<file path="src/rtl/alu_pkg.sv">
// Shared opcodes, scheduler state encoding and divide-by-zero result fill for the ALU scheduler.
// Used by alu_core and alu_rr_sched.
package alu_pkg;

   localparam logic [1:0] OP_ADD = 2'b00;
   localparam logic [1:0] OP_SUB = 2'b01;
   localparam logic [1:0] OP_MUL = 2'b10;
   localparam logic [1:0] OP_DIV = 2'b11;

   typedef enum logic [1:0] {
      IDLE = 2'b00,
      EXEC = 2'b01,
      RESP = 2'b10
   } state_t;

   // Divide-by-zero result is every result bit set to this value.
   localparam logic DZ_FILL = 1'b1;

endpackage

</file>
<file path="src/rtl/alu_core.sv">
// Combinational ALU datapath: zero-extended add/sub/mul/div.
// A divide by zero returns an all-ones result and raises dz.
module alu_core
   import alu_pkg::*;
#(
   parameter int unsigned WIDTH = 8
) (
   input  logic [WIDTH-1:0]   a,
   input  logic [WIDTH-1:0]   b,
   input  logic [1:0]         s,
   output logic [2*WIDTH-1:0] y,
   output logic               dz
);

   logic [2*WIDTH-1:0] a_ext;
   logic [2*WIDTH-1:0] b_ext;

   assign a_ext = {{WIDTH{1'b0}}, a};
   assign b_ext = {{WIDTH{1'b0}}, b};

   always_comb begin
      y  = '0;
      dz = 1'b0;
      unique case (s)
         OP_ADD: y = a_ext + b_ext;
         OP_SUB: y = a_ext - b_ext;
         OP_MUL: y = a_ext * b_ext;
         OP_DIV: begin
            if (b == '0) begin
               y  = {(2*WIDTH){DZ_FILL}};
               dz = 1'b1;
            end else begin
               y = a_ext / b_ext;
            end
         end
         default: y = '0;
      endcase
   end

endmodule

</file>
<file path="src/rtl/alu_rr_sched.sv">
// Round-robin scheduler sharing one ALU between two requesters (IDLE -> EXEC -> RESP).
// Define ALU_RR_STATS_EN to add saturating per-requester grant counters.
module alu_rr_sched
   import alu_pkg::*;
#(
   parameter int unsigned WIDTH = 8
) (
   input  logic               clk,
   input  logic               rst_n,
   input  logic               req0_valid,
   output logic               req0_ready,
   input  logic [WIDTH-1:0]   req0_a,
   input  logic [WIDTH-1:0]   req0_b,
   input  logic [1:0]         req0_s,
   input  logic               req1_valid,
   output logic               req1_ready,
   input  logic [WIDTH-1:0]   req1_a,
   input  logic [WIDTH-1:0]   req1_b,
   input  logic [1:0]         req1_s,
   output logic               rsp_valid,
   input  logic               rsp_ready,
   output logic               rsp_id,
   output logic [2*WIDTH-1:0] rsp_y,
   output logic               rsp_dz
`ifdef ALU_RR_STATS_EN
   ,
   output logic [15:0]        stat_grant0,
   output logic [15:0]        stat_grant1
`endif
);

   state_t             state;
   logic               last_grant;
   logic [WIDTH-1:0]   op_a;
   logic [WIDTH-1:0]   op_b;
   logic [1:0]         op_s;
   logic               op_id;

   logic               any_valid;
   logic               grant_id;
   logic               hs0;
   logic               hs1;
   logic [2*WIDTH-1:0] core_y;
   logic               core_dz;

   // On a tie the requester that did not win last time is granted.
   always_comb begin
      any_valid = req0_valid | req1_valid;
      grant_id  = (req0_valid && req1_valid) ? ~last_grant : req1_valid;
      req0_ready = rst_n && (state == IDLE) && any_valid && !grant_id;
      req1_ready = rst_n && (state == IDLE) && any_valid && grant_id;
   end

   assign hs0 = req0_valid & req0_ready;
   assign hs1 = req1_valid & req1_ready;

   alu_core #(
      .WIDTH (WIDTH)
   ) u_core (
      .a  (op_a),
      .b  (op_b),
      .s  (op_s),
      .y  (core_y),
      .dz (core_dz)
   );

   always_ff @(posedge clk) begin
      if (!rst_n) begin
         state      <= IDLE;
         last_grant <= 1'b1;
         op_a       <= '0;
         op_b       <= '0;
         op_s       <= OP_ADD;
         op_id      <= 1'b0;
         rsp_valid  <= 1'b0;
         rsp_id     <= 1'b0;
         rsp_y      <= '0;
         rsp_dz     <= 1'b0;
      end else begin
         unique case (state)
            IDLE: begin
               if (hs0 || hs1) begin
                  op_a       <= hs1 ? req1_a : req0_a;
                  op_b       <= hs1 ? req1_b : req0_b;
                  op_s       <= hs1 ? req1_s : req0_s;
                  op_id      <= hs1;
                  last_grant <= hs1;
                  state      <= EXEC;
               end
            end
            EXEC: begin
               rsp_y     <= core_y;
               rsp_dz    <= core_dz;
               rsp_id    <= op_id;
               rsp_valid <= 1'b1;
               state     <= RESP;
            end
            RESP: begin
               if (rsp_ready) begin
                  rsp_valid <= 1'b0;
                  state     <= IDLE;
               end
            end
            default: state <= IDLE;
         endcase
      end
   end

`ifdef ALU_RR_STATS_EN
   always_ff @(posedge clk) begin
      if (!rst_n) begin
         stat_grant0 <= '0;
         stat_grant1 <= '0;
      end else begin
         if (hs0 && (stat_grant0 != 16'hFFFF)) stat_grant0 <= stat_grant0 + 16'd1;
         if (hs1 && (stat_grant1 != 16'hFFFF)) stat_grant1 <= stat_grant1 + 16'd1;
      end
   end
`endif

endmodule

</file>
<file path="config.mk">
export PLATFORM = sky130hd
export DESIGN_NAME = alu_rr_sched
export DESIGN_NICKNAME = d
export VERILOG_FILES = /design/src/rtl/alu_pkg.sv /design/src/rtl/alu_core.sv /design/src/rtl/alu_rr_sched.sv
export SDC_FILE = /design/constraint.sdc
export NUM_CORES = 1
export LEC_CHECK = 0
export ABC_AREA = 1
export ABC_CLOCK_PERIOD_IN_PS = 35200
export BUFFER_PORTS_ARGS = -buffer_cell sky130_fd_sc_hd__buf_2
export CAP_MARGIN = 0
export CORE_AREA = 2 2 146 148
export CTS_CLUSTER_SIZE = 25
export DETAILED_ROUTE_END_ITERATION = 8
export DIE_AREA = 0 0 148 150
export MAX_ROUTING_LAYER = met4
export PLACE_DENSITY_LB_ADDON = 0.2
export SYNTH_ARGS = -nofsm -noshare
export SYNTH_HDL_FRONTEND = slang
export SYNTH_HIERARCHICAL = 1
export SYNTH_SLANG_ARGS = --single-unit
</file>
<file path="constraint.sdc">
create_clock -name clk -period 35.2 [get_ports clk]
set_input_delay 0 -clock clk [delete_from_list [all_inputs] [get_ports clk]]
set_output_delay 0 -clock clk [all_outputs]
set_load 0.03 [all_outputs]
</file>
# Word-level counts from Yosys, hierarchy flattened
# Index checks and enable logic that the tools add are counted.
[word_totals]
reg_bits = 41
inputBits = 41
out_inout_bits = 21
elab_cells = 52
[op_classes]
add_sub_neg = 2
mul = 1
div = 1
n_eq_ne = 7
muxes = 13
bitwise = 4
reduce_logical = 14
[op_table]
columns = ["operator", "count"]
rows = [
  ["$pmux 16 s4", 1],
  ["$div 8x8->16", 1],
  ["$mul 8x8->16", 1],
  ["$mux 16", 1],
  ["$mux 8", 2],
  ["$add 8x8->9", 1],
  ["$sub 8x8->9", 1],
  ["$logic_not 8->1", 1],
  ["$eq 2x2->1 const B", 3],
  ["$mux 2", 3],
  ["$pmux 2 s3", 1],
  ["$reduce_and 2->1", 3],
  ["$logic_and 1x1->1", 5],
  ["$eq 2x1->1 const B", 2],
  ["$logic_not 2->1", 2],
  ["$mux 1", 4],
  ["$and 1x1->1", 2],
  ["$ne 2x1->1 const B", 1],
  ["$ne 2x2->1 const B", 1],
  ["$pmux 1 s2", 1],
  ["$reduce_bool 2->1", 1],
  ["$logic_not 1->1", 1],
  ["$logic_or 1x1->1", 1],
  ["$not 1->1", 1],
  ["$or 1x1->1", 1],
]

# Longest topological paths before layout
# Gate-level depths: netlist of the first run.
[depth]
word_depth = 8
depth_mapped = 217
mapped_depth_nobuf = 208

# Cells and area by module
# The synthesis of the first run kept the hierarchy.
[by_module_without_submodules]
columns = ["module", "instances", "cells_per_inst", "area_per_inst_um2", "seq_area_each_um2"]
rows = [
  ["alu_core", 1, 1326, 8356.8, 0.0],
  ["alu_rr_sched", 1, 245, 1784.2, 820.8],
]

# Worst setup path after synthesis of the first run
# No wires, ideal clock.
[synth_path]
path_type = "flip-flop to flip-flop"
start = "register op_b[2]"
end = "register rsp_y[0]"
setup_ps = 116
t_arrival_ps = 25794
required_time_ps = 35084
path_slack_ps = 9291
path_stages_with_launch = 215
n_path_buf = 9
period_less_slack_ps = 25909
path_cell_list = "dfxtp_1 > buf_2 > inv_2 > nand3_1 > nor2_4 > nand2_2 > nand2_2 > nand2_1 > inv_1 > ha_1 > o21a_1 > o21ai_2 > nor2_2 > ha_1 > inv_1 > o21bai_1 > nand2_1 > nand2_1 > [... 179 more ...] > inv_2 > buf_6 > nand2_1 > o21ai_1 > ha_1 > o21a_1 > o21a_1 > o21ai_0 > nand2_1 > a21o_1 > a21oi_1 > nor2_1 > a2111oi_0 > nand2_1 > nand2_1 > nand2_1 > o21ai_0 > nor2_1"
[synth_between]
elab_chain_len = 3
elab_cells_between_ends = 4
classes_between = "div: 1; mux: 2; reduce/logical: 1"
[synth_rtl]
columns = ["item", "line_no", "rtl"]
rows = [
  ["start, declared", "alu_rr_sched.sv:35", "logic [WIDTH-1:0] op_b;"],
  ["start signal, assigned", "alu_rr_sched.sv:84", "op_b <= hs1 ? req1_b : req0_b;"],
  ["$div 8x8->16 / $logic_not 8->1 (equally long branches)", "alu_core.sv:33, alu_core.sv:29", ""],
  ["$mux 16 *", "alu_core.sv:29", "if (b == '0) begin"],
  ["$pmux 16 s4 *", "alu_core.sv:24", "unique case (s)"],
  ["net core_y[0]", "alu_rr_sched.sv:43", "logic [2*WIDTH-1:0] core_y;"],
  ["end signal, assigned", "alu_rr_sched.sv:92", "rsp_y <= core_y;"],
  ["end, declared", "alu_rr_sched.sv:23", "output logic [2*WIDTH-1:0] rsp_y,"],
]
# Mark *: on every way through the listed nets, which the timed path passes. The rest lies on a longest branch.
# A chain may end at the register's enable or synchronous reset.

# Final worst setup path of the first run
# Ends and elaborated chain as after synthesis.

==> results.sh, run 1 <==
export IMPL_synth_top_family_by_area="simple AND/OR/NAND/NOR gates"
export IMPL_ys_top_cells_by_area="ha_1 (19%), nand2_1 (13%), inv_1 (9.6%), dfxtp_1 (8.1%), fa_1 (7.5%)"
export IMPL_synth_most_common_cell="nand2_1"
export IMPL_num_antenna_cells=0
export IMPL_cp_required_ns=35.38
export IMPL_setup_viol_count_final=0
export IMPL_fill_cells=2139
export IMPL_die_y_um=150
export IMPL_root_buffer="clkbuf_16"
export IMPL_h_tree_depth=2
export IMPL_maxSlewHeadroom=0.159
export IMPL_ys_warn_count=6
export IMPL_die_w_um=148
export IMPL_synth_compound_area_frac=0.136
export IMPL_final_cell_area_um2=10800
export IMPL_finalHoldViolations=0
export IMPL_die_area_um2=22200
export IMPL_run_status="finished, final reports clean"
export IMPL_numClockSinks=41
export IMPL_yosys_area_top_type="ha_1"
export IMPL_synth_seq_cells=41
export IMPL_hold_depth=5
export IMPL_synth_area_mux_share=0
export IMPL_first_iter_violations=403
export IMPL_clk_transition_reported_paths_ns=0.06
export IMPL_grt_pass1_wl_um=43000
export IMPL_max_slew_worst_pin_slew_ns=1.26
export IMPL_min_delay_start="req1_b[4]"
export IMPL_worstPathArrival_ns=29.37
export IMPL_antenna_found_initial=0
export IMPL_r2r_start="op_b[2]$_SDFFE_PN0P_"
export IMPL_cpMostUsedCell="nand2_1"
export IMPL_synthSimpleGateAreaFrac=0.332
export IMPL_yosys_cell_types_count=58
export IMPL_hpwl_um=20400
export IMPL_vias=9756
export IMPL_cts_tree="built"
export IMPL_cts_resized=0
export IMPL_critPathMaxStageDelay_ns=0.44
export IMPL_syn_cell_area_um2=10100
export IMPL_clock_path_buffers=2
export IMPL_rsz0062_at_grt="no"
export IMPL_r2r_slack_ns=6.02
export IMPL_num_rows=53
export IMPL_start_util=0.490
export IMPL_avgSynthCellArea_um2=6.46
export IMPL_drcViolationCount=0
export IMPL_fin_skew_ns=0.00779
export IMPL_critPathLaunchType="register"
export IMPL_crit_fanout=18
export IMPL_period_share=0.829
export IMPL_wire_per_inst_um=13.3
export IMPL_clk_latency_ns=0.28
export IMPL_grt_max_degree=42
export IMPL_dr_pass1_iters=5
export IMPL_critical_path_buf_inv_count=35
export IMPL_ant_nets=0
export IMPL_place_congestion=0.883
export IMPL_placed_cell_area_um2=10600
export IMPL_ioPinCount=62
export IMPL_crit_slowest_cell="dfxtp_1"
export IMPL_grt_pass1_vias=9172
export IMPL_clock_fmax_mhz=34.3
export IMPL_drive_gt1_frac=0.117
export IMPL_routed_wl_um=25000
export IMPL_port_buffers=61
export IMPL_r2r_end="rsp_y[0]$_SDFFE_PN0P_"
export IMPL_slew_violations=0
export IMPL_numCtsBuffers=5
export IMPL_post_synth_inst_count=1571
export IMPL_grt_usage=0.238
export IMPL_area_delta_synth_final_pct=6.32
export IMPL_crit_type="register to register"
export IMPL_ys_top_cells_by_count="nand2_1 (348), inv_1 (259), ha_1 (154), nor2_1 (123), nand3_1 (106)"
export IMPL_cp_end_kind="register"
export IMPL_nets=1842
export IMPL_critPathTopFamily="simple AND/OR/NAND/NOR gates"
export IMPL_synth_top_area_frac=0.190
export IMPL_hold_class="primary input to register"
export IMPL_synthArstFlopShare=0
export IMPL_postCtsSetupRepairBufs=0
export IMPL_grt_overflow_total=0
export IMPL_core_area_um2=20700
export IMPL_reg2reg_depth=206
export IMPL_fin_setup_tns_ns=0
export IMPL_ctsHoldBuffers=1
export IMPL_yosysSeqAreaShare=0.0809
export IMPL_min_to="op_b[4]$_SDFFE_PN0P_"
export IMPL_synth_fa_ha_area_frac=0.265
export IMPL_period_minus_slack_ns=29.18
export IMPL_synthFlopType="dfxtp_1"
export IMPL_synth_edf_count=0
export IMPL_synth_xor_area_frac=0.0544
export IMPL_via_per_inst=5.18
export IMPL_cap_violations=0
[worst max-delay path by stage]
stage	start	to	slack, ns	cells past startpoint
2_1_floorplan	op_b[2]$_SDFFE_PN0P_	rsp_y[0]$_SDFFE_PN0P_	9.29	214
3_3_place_gp	op_b[2]$_SDFFE_PN0P_	rsp_y[0]$_SDFFE_PN0P_	6.79	206
3_5_place_dp	op_b[2]$_SDFFE_PN0P_	rsp_y[0]$_SDFFE_PN0P_	6.02	206
4_1_cts	op_b[2]$_SDFFE_PN0P_	rsp_y[0]$_SDFFE_PN0P_	5.93	206
5_1_grt	op_b[2]$_SDFFE_PN0P_	rsp_y[0]$_SDFFE_PN0P_	2.38	204
6_report	op_b[2]$_SDFFE_PN0P_	rsp_y[0]$_SDFFE_PN0P_	6.02	206
[stage by stage]
stage | cells | hold WS (ns) | utilization | setup WS, ns
2_1_floorplan | 1578 | 0.117 | - | 9.29
3_3_place_gp | 1876 | 0.220 | 0.513 | 6.79
3_5_place_dp | 1876 | 0.228 | 0.513 | 6.02
4_1_cts | 1885 | 0.0300 | 0.521 | 5.93
5_1_grt | 1885 | 0.0438 | 0.521 | 2.38
6_report | 1885 | 0.0283 | 0.521 | 6.02
[flip-flops by register name, summed over array words and instances, names as in the netlist]
name / cells
op_b: 8
rsp_y: 16
op_a: 8
last_grant: 1
rsp_valid: 1
rsp_id: 1
op_id: 1
op_s: 2
state: 2
rsp_dz: 1
[final cells by class]
class / count / area [um^2] / area share
Multi-Input combinational cell: 1209 / 8020 / 0.744
Clock inverter: 2 / 13.8 / 0.00128
Clock buffer: 6 / 139 / 0.0129
Tap cell: 275 / 344 / 0.0319
Inverter: 280 / 1050 / 0.0977
Timing Repair Buffer: 72 / 390 / 0.0362
Sequential cell: 41 / 821 / 0.0761
[metal layers]
metal,GRT usage,up-vias,wire (um)
met4,0.0395,0,300
li1,-,5114,-
met5,-,-,0
met1,0.317,4427,11900
met2,0.399,187,11600
met3,0.0241,28,1140
[cells by family after synthesis]
logic type                 after synthesis
other                                    1
buffers and inverters                  328
xor gates and xnor gates                63
AOI/OAI and AO/OA                      229
DFF                                     41
adders and majority gates              192
and+or+nand+nor                        717
[worst reg2reg max path: cells and delay by family, from the launching register on]
| kind | cells | cell delay (ns) |
|---|---|---|
| AO/OA/AOI/OAI | 62 | 9.89 |
| XOR/XNOR | 1 | 0.16 |
| adder cells (fa/ha/maj) | 15 | 4.25 |
| buffers and inverters | 35 | 3.48 |
| flip-flops | 1 | 0.44 |
| AND/OR/NAND/NOR | 93 | 10.85 |
[cells in the final DEF, fill, tap and decap left out, types with 17 or more instances in the layout]
cell     instances
inv_2           19
o21ai_1         24
inv_1          259
nand3_1        106
dfxtp_1         41
nor2_1         123
fa_1            38
a21oi_1         44
xor2_1          38
nor3_1          17
xnor2_1         25
ha_1           154
nand2_1        348
o21ai_0         88
nand4_1         27
buf_2           61
nand2_2         22
a21o_1          17
Power of run 1 is not shown: default switching activity piles up to over one toggle a cycle in this logic, so the estimate is an artifact.
==> run 2: changes to the inputs <==
- ABC_CLOCK_PERIOD_IN_PS: 35200 -> 25300
- clock period: 35.2 -> 25.3 ns (I/O delays scaled with it)
==> run 2 against run 1 <==
Net effect: maximum frequency grew 21%; clock-buffer cell count decreased by 1; highest routed layer unchanged; routed wire length up 16%; core utilization up 8.9 points; worst hold slack is essentially flat; die area did not move; largest cell class unchanged; register-to-register slack worse by 4.9 ns; final area is 17% higher; clock skew grew 0.0033 ns.
==> results.sh, run 2 (synthesis results as in run 1) <==
export IMPL_run_status="finished, final reports clean"
export IMPL_reg_largest_list="rsp_y: 16 flops, op_a: 8 flops, op_b: 8 flops"
export IMPL_drcViolationCount=0
export IMPL_cap_violations=0
export IMPL_dr_wl_met3_um=1230
export IMPL_die_y_um=150
export IMPL_grt_max_degree=42
export IMPL_numClockSinks=41
export IMPL_period_share=0.955
export IMPL_crit_slowest_cell="dfxtp_2"
export IMPL_clock_path_buffers=2
export IMPL_drive_gt1_frac=0.270
export IMPL_maxSlewHeadroom=0.204
export IMPL_finalHoldViolations=0
export IMPL_grt_usage=0.256
export IMPL_critPathLaunchType="register"
export IMPL_crit_type="register to register"
export IMPL_h_tree_depth=2
export IMPL_period_minus_slack_ns=24.16
export IMPL_port_buffers=61
export IMPL_hold_class="primary input to register"
export IMPL_area_delta_synth_final_pct=24.5
export IMPL_die_w_um=148
export IMPL_ioPinCount=62
export IMPL_cpMostUsedCell="nand2_1"
export IMPL_setup_viol_count_final=0
export IMPL_worstPathArrival_ns=24.35
export IMPL_num_rows=53
export IMPL_hpwl_um=21600
export IMPL_cts_tree="built"
export IMPL_rsz0062_at_grt="yes"
export IMPL_final_common_cell="nand2_1"
export IMPL_wl_met1_um=13200
export IMPL_largest_reg_flops=16
export IMPL_die_area_um2=22200
export IMPL_fin_skew_ns=0.0111
export IMPL_numCtsBuffers=5
export IMPL_met2WireLength_um=13900
export IMPL_fill_cells=1960
export IMPL_multiInputGateArea_um2=8840
export IMPL_cp_end_kind="register"
export IMPL_root_buffer="clkbuf_16"
export IMPL_antenna_found_initial=1
export IMPL_nets=1967
export IMPL_wire_per_inst_um=14.4
export IMPL_critPathMaxStageDelay_ns=0.35
export IMPL_regArea_um2=825
export IMPL_slew_violations=0
export IMPL_grt_overflow_total=0
export IMPL_grt_pass1_wl_um=45500
export IMPL_routed_wl_um=29000
export IMPL_grt_pass1_vias=9555
export IMPL_dr_pass1_iters=5
export IMPL_crit_fanout=8
export IMPL_core_area_um2=20700
export IMPL_clock_fmax_mhz=41.4
export IMPL_final_cell_mix="nand2_1 (310), inv_1 (235), ha_1 (130)"
export IMPL_place_congestion=0.943
export IMPL_via_per_inst=5.22
export IMPL_top_register="rsp_y"
export IMPL_clk_transition_reported_paths_ns=0.06
export IMPL_first_iter_violations=536
export IMPL_cp_required_ns=25.48
export IMPL_vias=10500
export IMPL_max_slew_worst_pin_slew_ns=1.19
export IMPL_final_cell_area_um2=12600
export IMPL_ant_nets=0
export IMPL_clk_latency_ns=0.29
export IMPL_placed_cell_area_um2=11000
export IMPL_start_util=0.490
export IMPL_dr_max_layer_used="met4"
run 2: cell types whose count changed in the layout (fill, tap and decap cells not counted), sizes merged:
cell,change
diode,+1
clkinv,+1
clkbuf,-1
bufinv,+1
buf,+124
run 2: timing repair:
item	4_1_cts	5_1_grt
pin swaps	10	131
endpoints found under the hold margin	2	0
hold buffers	1	0
setup endpoints to repair	1	2
setup buffers	8	63
gates resized for setup	15	207
cloned	0	1
run 2: per-layer routing:
layer,global-route usage,vias to the layer above
li1,-,5374
met1,0.342,4872
met2,0.427,208
met3,0.0235,49
met4,0.0448,0
met5,-,-
run 2: layout make-up:
type	count	share of cell area
Timing Repair Buffer	196	0.106
Clock buffer	5	0.00991
Antenna cell	1	0.000198
Tap cell	275	0.0273
Multi-Input combinational cell	1209	0.700
Clock inverter	3	0.00347
Timing Repair inverter	1	0.000694
Inverter	280	0.0862
Sequential cell	41	0.0653
run 2: worst max-delay path, delay by kind of cell (launching register included):
| family | cells | cell delay, ns |
|---|---|---|
| flip-flops | 1 | 0.35 |
| AND/OR/NAND/NOR | 88 | 8.19 |
| buffers and inverters | 34 | 2.49 |
| adder cells (fa/ha/maj) | 15 | 3.70 |
| AO/OA/AOI/OAI | 64 | 9.30 |
run 2: worst paths after layout:
path,start,to,slack (ns),depth (start not counted)
worst min-delay path,req1_a[2],op_a[2]$_SDFFE_PN0P_,0.03,5
worst max-delay path,op_b[6]$_SDFFE_PN0P_,rsp_y[0]$_SDFFE_PN0P_,1.14,201
worst max register to register,op_b[6]$_SDFFE_PN0P_,rsp_y[0]$_SDFFE_PN0P_,1.14,201
worst min register to register,last_grant$_SDFFE_PN1P_,last_grant$_SDFFE_PN1P_,0.48,2
run 2: per-stage QoR:
step                TNS (ns)  setup slack [ns]  std cells   util  hold WS, ns
floorplan                  0            0.0423       1578      -        0.117
global placement      -0.104            -0.104       1929  0.534        0.221
detailed placement    -0.690            -0.690       1929  0.534        0.219
CTS                        0            0.0340       1946  0.548       0.0335
global route          -0.560            -0.560       2011  0.610       0.0610
finish                     0              1.14       2011  0.610       0.0282
Power of run 2 is left out for the same reason.
